## config.mk

```make
export PLATFORM = sky130hd
export DESIGN_NAME = phy_rx_lane_merge_flat
export DESIGN_NICKNAME = d
export VERILOG_FILES = /design/src/rtl/phy_rx_lane_merge_if.sv /design/src/rtl/phy_rx_lane_merge.sv /design/src/flat_wrapper.sv
export SDC_FILE = /design/constraint.sdc
export NUM_CORES = 1
export LEC_CHECK = 0
export CELL_PAD_IN_SITES_DETAIL_PLACEMENT = 2
export CELL_PAD_IN_SITES_GLOBAL_PLACEMENT = 2
export CORE_ASPECT_RATIO = 1.5
export CORE_MARGIN = 8
export CORE_UTILIZATION = 29
export CTS_CLUSTER_SIZE = 28
export DETAILED_ROUTE_END_ITERATION = 10
export PLACE_DENSITY_LB_ADDON = 0.1
export SLEW_MARGIN = 20
export SYNTH_ARGS = -nofsm -noshare
export SYNTH_HDL_FRONTEND = slang
export SYNTH_SLANG_ARGS = --single-unit
```

## constraint.sdc

```tcl
create_clock -name clk_f -period 2.9 [get_ports clk_f]
set_input_delay 0.29 -clock clk_f [delete_from_list [all_inputs] [get_ports clk_f]]
set_output_delay 0.29 -clock clk_f [all_outputs]
set_load 0.01 [all_outputs]
```

## src/rtl/phy_rx_lane_merge_if.sv

```systemverilog
// Lane-side inputs and merged-stream outputs of the PHY receive lane merger.
interface phy_rx_lane_merge_if #(parameter int WIDTH = 8);
  logic [WIDTH-1:0] dataIn0, dataIn1, dataIn2, dataIn3;
  logic             validIn0, validIn1, validIn2, validIn3;
  logic             readyOut;
  logic [WIDTH-1:0] dataOut;
  logic             validOut;
  logic [1:0]       laneSel;
  logic [3:0]       overflow;
  logic [3:0]       empty;

  modport slave (
    input  dataIn0, dataIn1, dataIn2, dataIn3,
    input  validIn0, validIn1, validIn2, validIn3, readyOut,
    output dataOut, validOut, laneSel, overflow, empty
  );

  modport master (
    output dataIn0, dataIn1, dataIn2, dataIn3,
    output validIn0, validIn1, validIn2, validIn3, readyOut,
    input  dataOut, validOut, laneSel, overflow, empty
  );
endinterface

```

## src/rtl/phy_rx_lane_merge.sv

```systemverilog
// Buffers four PHY receive lanes in per-lane FIFOs and re-serialises them
// in strict lane order 0..3 onto one byte stream with valid/ready.

module phy_rx_lane_fifo #(
  parameter int WIDTH = 8,
  parameter int DEPTH = 4
) (
  input  logic             clk_i,
  input  logic             rst_i,
  input  logic             push_i,
  input  logic [WIDTH-1:0] data_i,
  input  logic             pop_i,
  output logic [WIDTH-1:0] head_o,
  output logic             empty_o,
  output logic             ovf_o
);
  localparam int AW = $clog2(DEPTH);
  localparam logic [AW:0] FULL_CNT = (AW+1)'(DEPTH);

  logic [WIDTH-1:0] mem_q [DEPTH];
  logic [AW-1:0]    wr_q, rd_q;
  logic [AW:0]      cnt_q, cnt_d;
  logic             ovf_q;
  logic             full, push_ok;

  assign full    = (cnt_q == FULL_CNT);
  // A full lane still accepts a byte when the merger drains it on the same edge.
  assign push_ok = push_i && (!full || pop_i);
  assign cnt_d   = cnt_q + {{AW{1'b0}}, push_ok} - {{AW{1'b0}}, pop_i};

  always_ff @(posedge clk_i) begin
    if (rst_i) begin
      wr_q  <= '0;
      rd_q  <= '0;
      cnt_q <= '0;
      ovf_q <= 1'b0;
    end else begin
      if (push_ok) wr_q <= wr_q + 1'b1;
      if (pop_i)   rd_q <= rd_q + 1'b1;
      cnt_q <= cnt_d;
      if (push_i && !push_ok) ovf_q <= 1'b1;
    end
  end

  always_ff @(posedge clk_i) begin
    if (!rst_i && push_ok) mem_q[wr_q] <= data_i;
  end

  assign head_o  = mem_q[rd_q];
  assign empty_o = (cnt_q == '0);
  assign ovf_o   = ovf_q;
endmodule

module phy_rx_lane_merge #(
  parameter int WIDTH = 8,
  parameter int DEPTH = 4
) (
  input  logic              clk_f,
  input  logic              reset,
  phy_rx_lane_merge_if.slave bus
);
  localparam int NUM_LANES = 4;

  logic [NUM_LANES-1:0][WIDTH-1:0] din, head;
  logic [NUM_LANES-1:0]            vin, pop, emp, ovf;

  logic [WIDTH-1:0] data_q, data_d;
  logic             valid_q, valid_d;
  logic [1:0]       sel_q, sel_d;
  logic             load;

  assign din = {bus.dataIn3, bus.dataIn2, bus.dataIn1, bus.dataIn0};
  assign vin = {bus.validIn3, bus.validIn2, bus.validIn1, bus.validIn0};

  for (genvar g = 0; g < NUM_LANES; g++) begin : g_lane
    phy_rx_lane_fifo #(.WIDTH(WIDTH), .DEPTH(DEPTH)) u_fifo (
      .clk_i  (clk_f),
      .rst_i  (reset),
      .push_i (vin[g]),
      .data_i (din[g]),
      .pop_i  (pop[g]),
      .head_o (head[g]),
      .empty_o(emp[g]),
      .ovf_o  (ovf[g])
    );
  end

  // Strict ordering: stall on an empty selected lane rather than skipping it.
  assign load = (!valid_q || bus.readyOut) && !emp[sel_q];

  always_comb begin
    pop          = '0;
    pop[sel_q]   = load;
    data_d       = data_q;
    valid_d      = valid_q;
    sel_d        = sel_q;
    if (load) begin
      data_d  = head[sel_q];
      valid_d = 1'b1;
      sel_d   = sel_q + 2'd1;
    end else if (valid_q && bus.readyOut) begin
      valid_d = 1'b0;
    end
  end

  always_ff @(posedge clk_f) begin
    if (reset) begin
      data_q  <= '0;
      valid_q <= 1'b0;
      sel_q   <= '0;
    end else begin
      data_q  <= data_d;
      valid_q <= valid_d;
      sel_q   <= sel_d;
    end
  end

  assign bus.dataOut  = data_q;
  assign bus.validOut = valid_q;
  assign bus.laneSel  = sel_q;
  assign bus.overflow = ovf;
  assign bus.empty    = emp;
endmodule
```

## src/flat_wrapper.sv

```systemverilog
// flat-port wrapper written by rule: the top's interface ports become plain ports
module phy_rx_lane_merge_flat 
#(
  parameter int WIDTH = 8,
  parameter int DEPTH = 4
)
  (clk_f, reset, bus_dataIn0, bus_dataIn1, bus_dataIn2, bus_dataIn3, bus_validIn0, bus_validIn1, bus_validIn2, bus_validIn3, bus_readyOut, bus_dataOut, bus_validOut, bus_laneSel, bus_overflow, bus_empty);
  phy_rx_lane_merge_if #(.WIDTH(WIDTH)) bus_i ();
  input  logic clk_f;
  input  logic reset;
  input wire logic [$bits(bus_i.dataIn0)-1:0] bus_dataIn0;
  input wire logic [$bits(bus_i.dataIn1)-1:0] bus_dataIn1;
  input wire logic [$bits(bus_i.dataIn2)-1:0] bus_dataIn2;
  input wire logic [$bits(bus_i.dataIn3)-1:0] bus_dataIn3;
  input wire logic [$bits(bus_i.validIn0)-1:0] bus_validIn0;
  input wire logic [$bits(bus_i.validIn1)-1:0] bus_validIn1;
  input wire logic [$bits(bus_i.validIn2)-1:0] bus_validIn2;
  input wire logic [$bits(bus_i.validIn3)-1:0] bus_validIn3;
  input wire logic [$bits(bus_i.readyOut)-1:0] bus_readyOut;
  output wire logic [$bits(bus_i.dataOut)-1:0] bus_dataOut;
  output wire logic [$bits(bus_i.validOut)-1:0] bus_validOut;
  output wire logic [$bits(bus_i.laneSel)-1:0] bus_laneSel;
  output wire logic [$bits(bus_i.overflow)-1:0] bus_overflow;
  output wire logic [$bits(bus_i.empty)-1:0] bus_empty;
  assign bus_i.dataIn0 = bus_dataIn0;
  assign bus_i.dataIn1 = bus_dataIn1;
  assign bus_i.dataIn2 = bus_dataIn2;
  assign bus_i.dataIn3 = bus_dataIn3;
  assign bus_i.validIn0 = bus_validIn0;
  assign bus_i.validIn1 = bus_validIn1;
  assign bus_i.validIn2 = bus_validIn2;
  assign bus_i.validIn3 = bus_validIn3;
  assign bus_i.readyOut = bus_readyOut;
  assign bus_dataOut = bus_i.dataOut;
  assign bus_validOut = bus_i.validOut;
  assign bus_laneSel = bus_i.laneSel;
  assign bus_overflow = bus_i.overflow;
  assign bus_empty = bus_i.empty;
  phy_rx_lane_merge #(.WIDTH(WIDTH), .DEPTH(DEPTH)) u_core (.clk_f(clk_f), .reset(reset), .bus(bus_i));
endmodule
```

==> summary.txt, run 1 <==
Logic synthesis
  – Area contributors post-synth: edfxtp_1 50%, dfxtp_1 13%, mux4_2 9.3%
  – Yosys warns: 0
  – Netlist cell types: 44
  – Top_reg_cell synth: edfxtp_1
  – Top cells by count, synth: 128 x edfxtp_1, 51 x dfxtp_1, 43 x nor2_1
  – Cells after synthesis: around 500
  – Synthesized cell area: slightly below 8000 sq um
  – Number of synthesized flops with an enable pin: ~130
  – Register area share after synthesis: 0.628
  – Avg Inst Size Synth: 15.7 sq um
  – Async SR Flop Fraction: 0
  – Count leader, synth: edfxtp_1
  – Syn nets: 564
  – #FFs+latches synth: 179
  – Dominant cell type by area after synthesis: edfxtp_1
  – Top-area cell type share of the netlist area: 0.496

Floorplan
  – Initial Utilization: 0.294
  – IO Count: 58
  – FP Rows: 73
  – Die Span Y: 216 microns
  – Die ar.: 32300 sq um
  – CORE AREA: 26400 sq um
  – Overall die width: 149 microns

GRT
  – Largest net degree at the start of global routing: 53
  – Residual overflow from global routing: 0
  – First-pass GRT wire length: 30200 microns
  – Initial antenna violation count: 0
  – Vias in the first global route: around 5000
  – GR Util All Layers: 0.125

Detailed routing
  – DRC viols: 0
  – Starting DRT DRC Count: between 100 and 150
  – Via count: 4314
  – Routed Antenna Nets: 0
  – DRT Wirelength: 19300 microns
  – Vias per inst: between 4 and 5
  – 1st-pass router iterations: 4
  – Post-DR wirelength/cell: 21.0 microns

STA
  – Endpoints failing setup: 0
  – Min Clock Period, post-route: 2.66 ns
  – RSZ-0062 raised after global routing: false
  – Slew @ Worst Pin: 0.864 ns
  – Worst hold margin: roughly 0.24 ns
  – Setup WS post-layout: 0.240 ns
  – Final period util: 0.917
  – FMAX: between 300 and 400 MHz
  – Hold Fails Final Rpt: 0
  – TNS Setup: 0 ns
  – Final slew viol count: 0
  – Rel. slew slack: 0.422
  – Clock skew: roughly 0.0076 ns

Clock network
  – Clock root cell: clkbuf_16
  – H-tree Lvls: 4
  – Setup Fix Bufs, Post-CTS: 0
  – Clk sink count: 179
  – Worst-Skew Late Latency: 0.42 ns
  – CTS tree: built
  – Total CTS buffers: 17
  – Longest Clk Path Bufs: 2
  – Clock transition at path regs: 0.07 ns

Job
  – Max-cap violations: 0

Power
  – Internal power: 5.56 mW
  – Reg power frac: 0.416
  – NetSw: 2.73 mW
  – Switching share of power: 0.330
  – VDD IR max: between 0.0004 and 0.0005 V
  – PD cells: 889 nW/um^2
  – Combinational share of power: 0.331
  – Lkg Pwr: 3.23 nW
  – Clk network pwr share: 0.253

Hold path
  – Min-Delay Path Class: in -> reg

Outcome
  – Status: complete, no violations

Placed design
  – Number of port buffers: 57
  – Cell Area, Placed: 8790 sq um
  – Detail Placement HPWL: 14000 microns
  – Setup WS pre-CTS: -0.0384 ns
  – RePlAce Congestion: 0.727

Layout
  – Final instance area: ~9300 sq um
  – Fillers: roughly 2600
  – ANT cells: 0
  – Layout cell share with drive strength beyond 1: 0.193
  – Final net count: approximately 640
  – Final Core Density: 0.353
  – Synth-to-Final Area Change: 20.3%

Setup path
  – Crit path kind: reg -> reg
  – CP Max Fanout: 5
  – Crit end category: flop
  – CP Data Arrival Time: just under 3 ns
  – CP startpoint kind: flop
  – Worst Path Required: between 3 and 4 ns
## power groups by stage
stage | clock network, mW | logic [mW] | registers (mW)
2_1_floorplan | 0 | 1.88 | 3.36
5_1_grt | 2.28 | 3.03 | 3.51
6_report | 2.10 | 2.74 | 3.45
3_5_place_dp | 0 | 2.80 | 3.51
4_1_cts | 2.19 | 2.82 | 3.46
3_3_place_gp | 0 | 2.74 | 3.48
## placed cells by master (no fill, tap or decap), types with 4 or more instances in the layout
cell type	instances
nand2_1	20
mux4_2	32
mux2_1	16
o21ai_1	8
nor3_4	6
clkbuf_16	17
nand4_1	6
nor2_1	43
xnor2_1	5
ha_1	26
buf_4	30
mux2i_1	6
fa_1	4
a22o_1	19
dfxtp_1	49
clkdlybuf4s50_1	56
clkinv_1	5
edfxtp_1	128
inv_1	20
nor2b_1	13
nor3b_1	13
o311ai_1	6
## layer usage
layer,vias up,wire length [microns],track usage
met5,-,0,0
met4,0,336,0.0442
met1,2228,8180,0.145
met3,14,502,0.0250
met2,51,10300,0.222
li1,2021,-,-
## per-stage QoR
step,std cells,power (mW)
after floorplan,495,5.23
final,918,8.29
after global placement,887,6.22
after CTS,918,8.48
after global routing,918,8.82
after detailed placement,887,6.32
## sequential cells by signal, summed over array words and instances, names as in the netlist, named ones only
signal / count
u_core.bus.dataOut: 8
u_core.g_lane.u_fifo.wr_q: 8
u_core.g_lane.u_fifo.rd_q: 8
u_core.g_lane.u_fifo.mem_q: 128
u_core.bus.laneSel: 2
u_core.bus.validOut: 1
u_core.g_lane.u_fifo.cnt_q: 12
u_core.g_lane.u_fifo.ovf_o: 4
## worst max-delay path, stage by stage (launching register included)
cell and delay, ns:
dfxtp_1 0.38, nor3_4 0.39, a22oi_2 0.18, a32oi_4 0.26, ha_1 0.27, inv_1 0.06
ha_1 0.14, inv_1 0.06, fa_1 0.41, xor2_1 0.18, xnor2_1 0.14, nor2_1 0.05
## path summary, 6_finish.rpt
kind / cells after the start / slack, ns / from / to
worst max-delay path: 11 / 0.24 / u_core.g_lane[2].u_fifo.cnt_q[1] / u_core.g_lane[2].u_fifo.cnt_q[2]
worst min-delay path: 4 / 0.24 / reset / u_core.g_lane[3].u_fifo.ovf_o
worst max register to register: 11 / 0.24 / u_core.g_lane[2].u_fifo.cnt_q[1] / u_core.g_lane[2].u_fifo.cnt_q[2]
worst min register to register: 1 / 0.47 / u_core.g_lane[3].u_fifo.ovf_o / u_core.g_lane[3].u_fifo.ovf_o
## cell families after synthesis
family,Yosys count,share of synthesized area
simple gates,118,0.0888
buf+inv,52,0.0313
flops,179,0.628
fa+ha+maj,30,0.0523
mux,54,0.124
compound gates,54,0.0668
xor+xnor,8,0.00904
## final cells by class
class	instances	area, sq um	area share
timing repair buffer	87	791	0.0848
clock buffer	19	433	0.0464
multi-input combinational	264	2640	0.283
sequential	179	4870	0.522
clock inverter	12	91.3	0.00980
tap	337	422	0.0452
inverter	20	75.1	0.00805
## repair_timing
item	CTS	global route
gates resized for setup	0	2
setup endpoints to repair	0	3
hold buffers	0	0
Note: power is estimated with default switching activity, not from simulation.
==> inputs of run 2 (changes only) <==
--- a/config.mk
+++ b/config.mk
@@ -12,6 +12,8 @@
 export CORE_UTILIZATION = 29
 export CTS_CLUSTER_SIZE = 28
 export DETAILED_ROUTE_END_ITERATION = 10
+export DONT_BUFFER_PORTS = 1
+export HOLD_SLACK_MARGIN = 0.12
 export PLACE_DENSITY_LB_ADDON = 0.1
 export SLEW_MARGIN = 20
 export SYNTH_ARGS = -nofsm -noshare
==> run 2 against run 1 <==
  * Critical endpoint is now u_core.g_lane[0].u_fifo.cnt_q[2]
  * Routed wire length is 5.1% higher
  * Die area stayed put
  * Combinational power is 5% lower
  * Clock power is 23% higher
  * Via count is 1.0% higher
  * Highest routed layer unchanged
==> summary.txt, run 2 (synthesized netlist as in run 1, its figures left out) <==
Power
  – PD cells: 934 nW/um^2 (+5.1%)
  – Lkg Pwr: 3.25 nW (+0.74%)
  – Clk network pwr share: 0.299 (+0.046)
  – Internal power: 5.86 mW (+5.5%)
  – Combinational share of power: 0.301 (-0.030)
  – Switching share of power: 0.324 (-0.00524)
  – NetSw: 2.81 mW (+3.0%)
  – Reg power frac: 0.400 (-0.016)
  – Total power: 8.68 mW (+4.7%)
  – VDD IR max: 0.000445 V (+9.3%)

Placed design
  – RePlAce Congestion: 0.783 (+7.6%)
  – Number of port buffers: 0 (-100%)
  – Setup WS pre-CTS: 0.182 ns (+0.221 ns)
  – Detail Placement HPWL: 14100 microns (+0.74%)

Layout
  – Layout cell share with drive strength beyond 1: 0.211 (+0.0182)
  – Synth-to-Final Area Change: 19.8%
  – Biggest regs: u_core.g_lane.u_fifo.mem_q (128), u_core.g_lane.u_fifo.cnt_q (12)
  – Max reg flops: 128 (unchanged)
  – Final net count: 620 (-2.8%)
  – Commonest cells after routing, fill and taps aside: 128 x edfxtp_1, 51 x dfxtp_1, 43 x nor2_1, 36 x dlygate4sd3_1
  – Most common cell after layout, fill and taps aside: edfxtp_1
  – Fillers: 2601 (-1.3%)
  – ANT cells: 0 (unchanged)
  – Biggest register: u_core.g_lane.u_fifo.mem_q

Clock network
  – Clk sink count: 179 (unchanged)
  – Total CTS buffers: 17 (unchanged)
  – CTS tree: built
  – Longest Clk Path Bufs: 2 (unchanged)
  – Worst-Skew Late Latency: 0.43 ns (about the same)
  – Clock transition at path regs: 0.07 ns (about the same)
  – Clock root cell: clkbuf_16
  – H-tree Lvls: 4 (unchanged)

STA
  – Final slew viol count: 0 (unchanged)
  – Worst hold margin: 0.140 ns (-0.103 ns)
  – Endpoints failing setup: 0 (unchanged)
  – Rel. slew slack: 0.423 (+0.00107)
  – TNS Setup: 0 ns (unchanged)
  – Final period util: 0.935 (+0.0174)
  – Min Clock Period, post-route: 2.71 ns (+0.0504 ns)
  – RSZ-0062 raised after global routing: false
  – FMAX: 369 MHz (-1.9%)
  – Setup WS post-layout: 0.189 ns (-0.0504 ns)
  – Slew @ Worst Pin: 0.862 ns (-0.00160 ns)
  – Clock skew: 0.00808 ns (+0.000444 ns)
  – Hold Fails Final Rpt: 0 (unchanged)

GRT
  – Initial antenna violation count: 0 (unchanged)
  – Residual overflow from global routing: 0 (unchanged)
  – Largest net degree at the start of global routing: 30 (-43%)
  – Vias in the first global route: 5036 (-0.63%)
  – GR Util All Layers: 0.133 (+0.00748)
  – First-pass GRT wire length: 31500 microns (+4.3%)

Detailed routing
  – Starting DRT DRC Count: 160 (+15%)
  – Routed Antenna Nets: 0 (unchanged)
  – Post-DR wirelength/cell: 22.5 microns (+7.0%)
  – Via count: 4357 (+1.0%)
  – Vias per inst: 4.84 (+2.9%)
  – DRC viols: 0 (unchanged)
  – DRT Wirelength: 20300 microns (+5.1%)
  – 1st-pass router iterations: 4 (unchanged)

Floorplan
  – Overall die width: 149 microns (unchanged)
  – Die Span Y: 216 microns (unchanged)
  – Initial Utilization: 0.294 (unchanged)
  – CORE AREA: 26400 sq um (unchanged)
  – Die ar.: 32300 sq um (unchanged)
  – FP Rows: 73 (unchanged)
  – IO Count: 58 (unchanged)

Setup path
  – Crit end category: flop
  – Crit path kind: reg -> reg
  – CP startpoint kind: flop
  – Worst Path Required: 3.22 ns (+0.03 ns)
  – CP Max Fanout: 8 (+3)
  – CP Data Arrival Time: 3.03 ns (+0.08 ns)
  – Worst-path cell chain: nor2_1 -> a22oi_2 -> buf_4 -> a32oi_4 -> ha_1 -> inv_1 -> ha_1 -> fa_1 -> xnor2_1 -> nor2_1
  – CP delay by family, top: adder cells
  – Buffers plus inverters on the worst setup path: 2 (unchanged)
  – CP max stage delay: 0.42 ns (about the same)
  – CP max stage cell: nor2_1

Outcome
  – Status: complete, no violations

Hold path
  – Min-Delay Path Class: in -> reg

Job
  – Max-cap violations: 0 (unchanged)
run 2: changes by cell type in the layout (fill, tap and decap cells not counted), moves of 2 or more:
cell             delta
dfxtp_1             +2
dfxtp_2             -2
clkdlybuf4s50_1    -56
clkbuf_8            +2
inv_6               +2
dlygate4sd3_1      +36
clkinv_1            -5
bufinv_16           +4
buf_4               +2
run 2: path summary, 6_finish.rpt:
check                                endpoint  slack, ns                          start  depth (start not counted)
max reg2reg  u_core.g_lane[0].u_fifo.cnt_q[2]       0.19          u_core.bus.laneSel[1]                         10
min reg2reg     u_core.g_lane[2].u_fifo.ovf_o       0.52  u_core.g_lane[2].u_fifo.ovf_o                          1
max          u_core.g_lane[0].u_fifo.cnt_q[2]       0.19          u_core.bus.laneSel[1]                         10
min          u_core.g_lane[2].u_fifo.cnt_q[1]       0.14                          reset                          2
run 2: timing repair:
| action | CTS | global route |
|---|---|---|
| hold buffers | 37 | 0 |
| endpoints found under the setup margin | 0 | 1 |
| endpoints found under the hold margin | 158 | 0 |
| resized for setup | 0 | 1 |
| setup buffers | 0 | 0 |
run 2: power groups by stage:
stage | sequential (mW) | combinational [mW] | clock [mW]
2_1_floorplan | 3.36 | 1.88 | 0
3_3_place_gp | 3.52 | 2.53 | 0
3_5_place_dp | 3.54 | 2.60 | 0
4_1_cts | 3.49 | 2.70 | 2.67
5_1_grt | 3.53 | 2.91 | 2.75
6_report | 3.47 | 2.61 | 2.59
run 2: layer usage:
layer  global-route usage  up-vias  part of all wire
li1                     -     1987                 -
met1                0.149     2267              0.40
met2                0.227       78              0.52
met3               0.0388       25             0.053
met4               0.0578        0             0.027
met5                    0        -                 0
run 2: cell type report:
cell class                 instances  area [sq um]  area share
timing repair buffer              69           621      0.0668
inverter                          20          75.1     0.00808
tap                              337           422      0.0454
multi-input combinational        264          2650       0.285
clock inverter                    12           201      0.0217
clock buffer                      20           457      0.0492
sequential                       179          4860       0.524
run 2: per-stage QoR:
stage               std cells  utilization  instance area, sq um
finish                    901        0.352                  9290
global route              901        0.352                  9290
CTS                       901        0.352                  9280
detailed placement        832        0.312                  8240
global placement          832        0.312                  8240
floorplan                 495            -                  7750
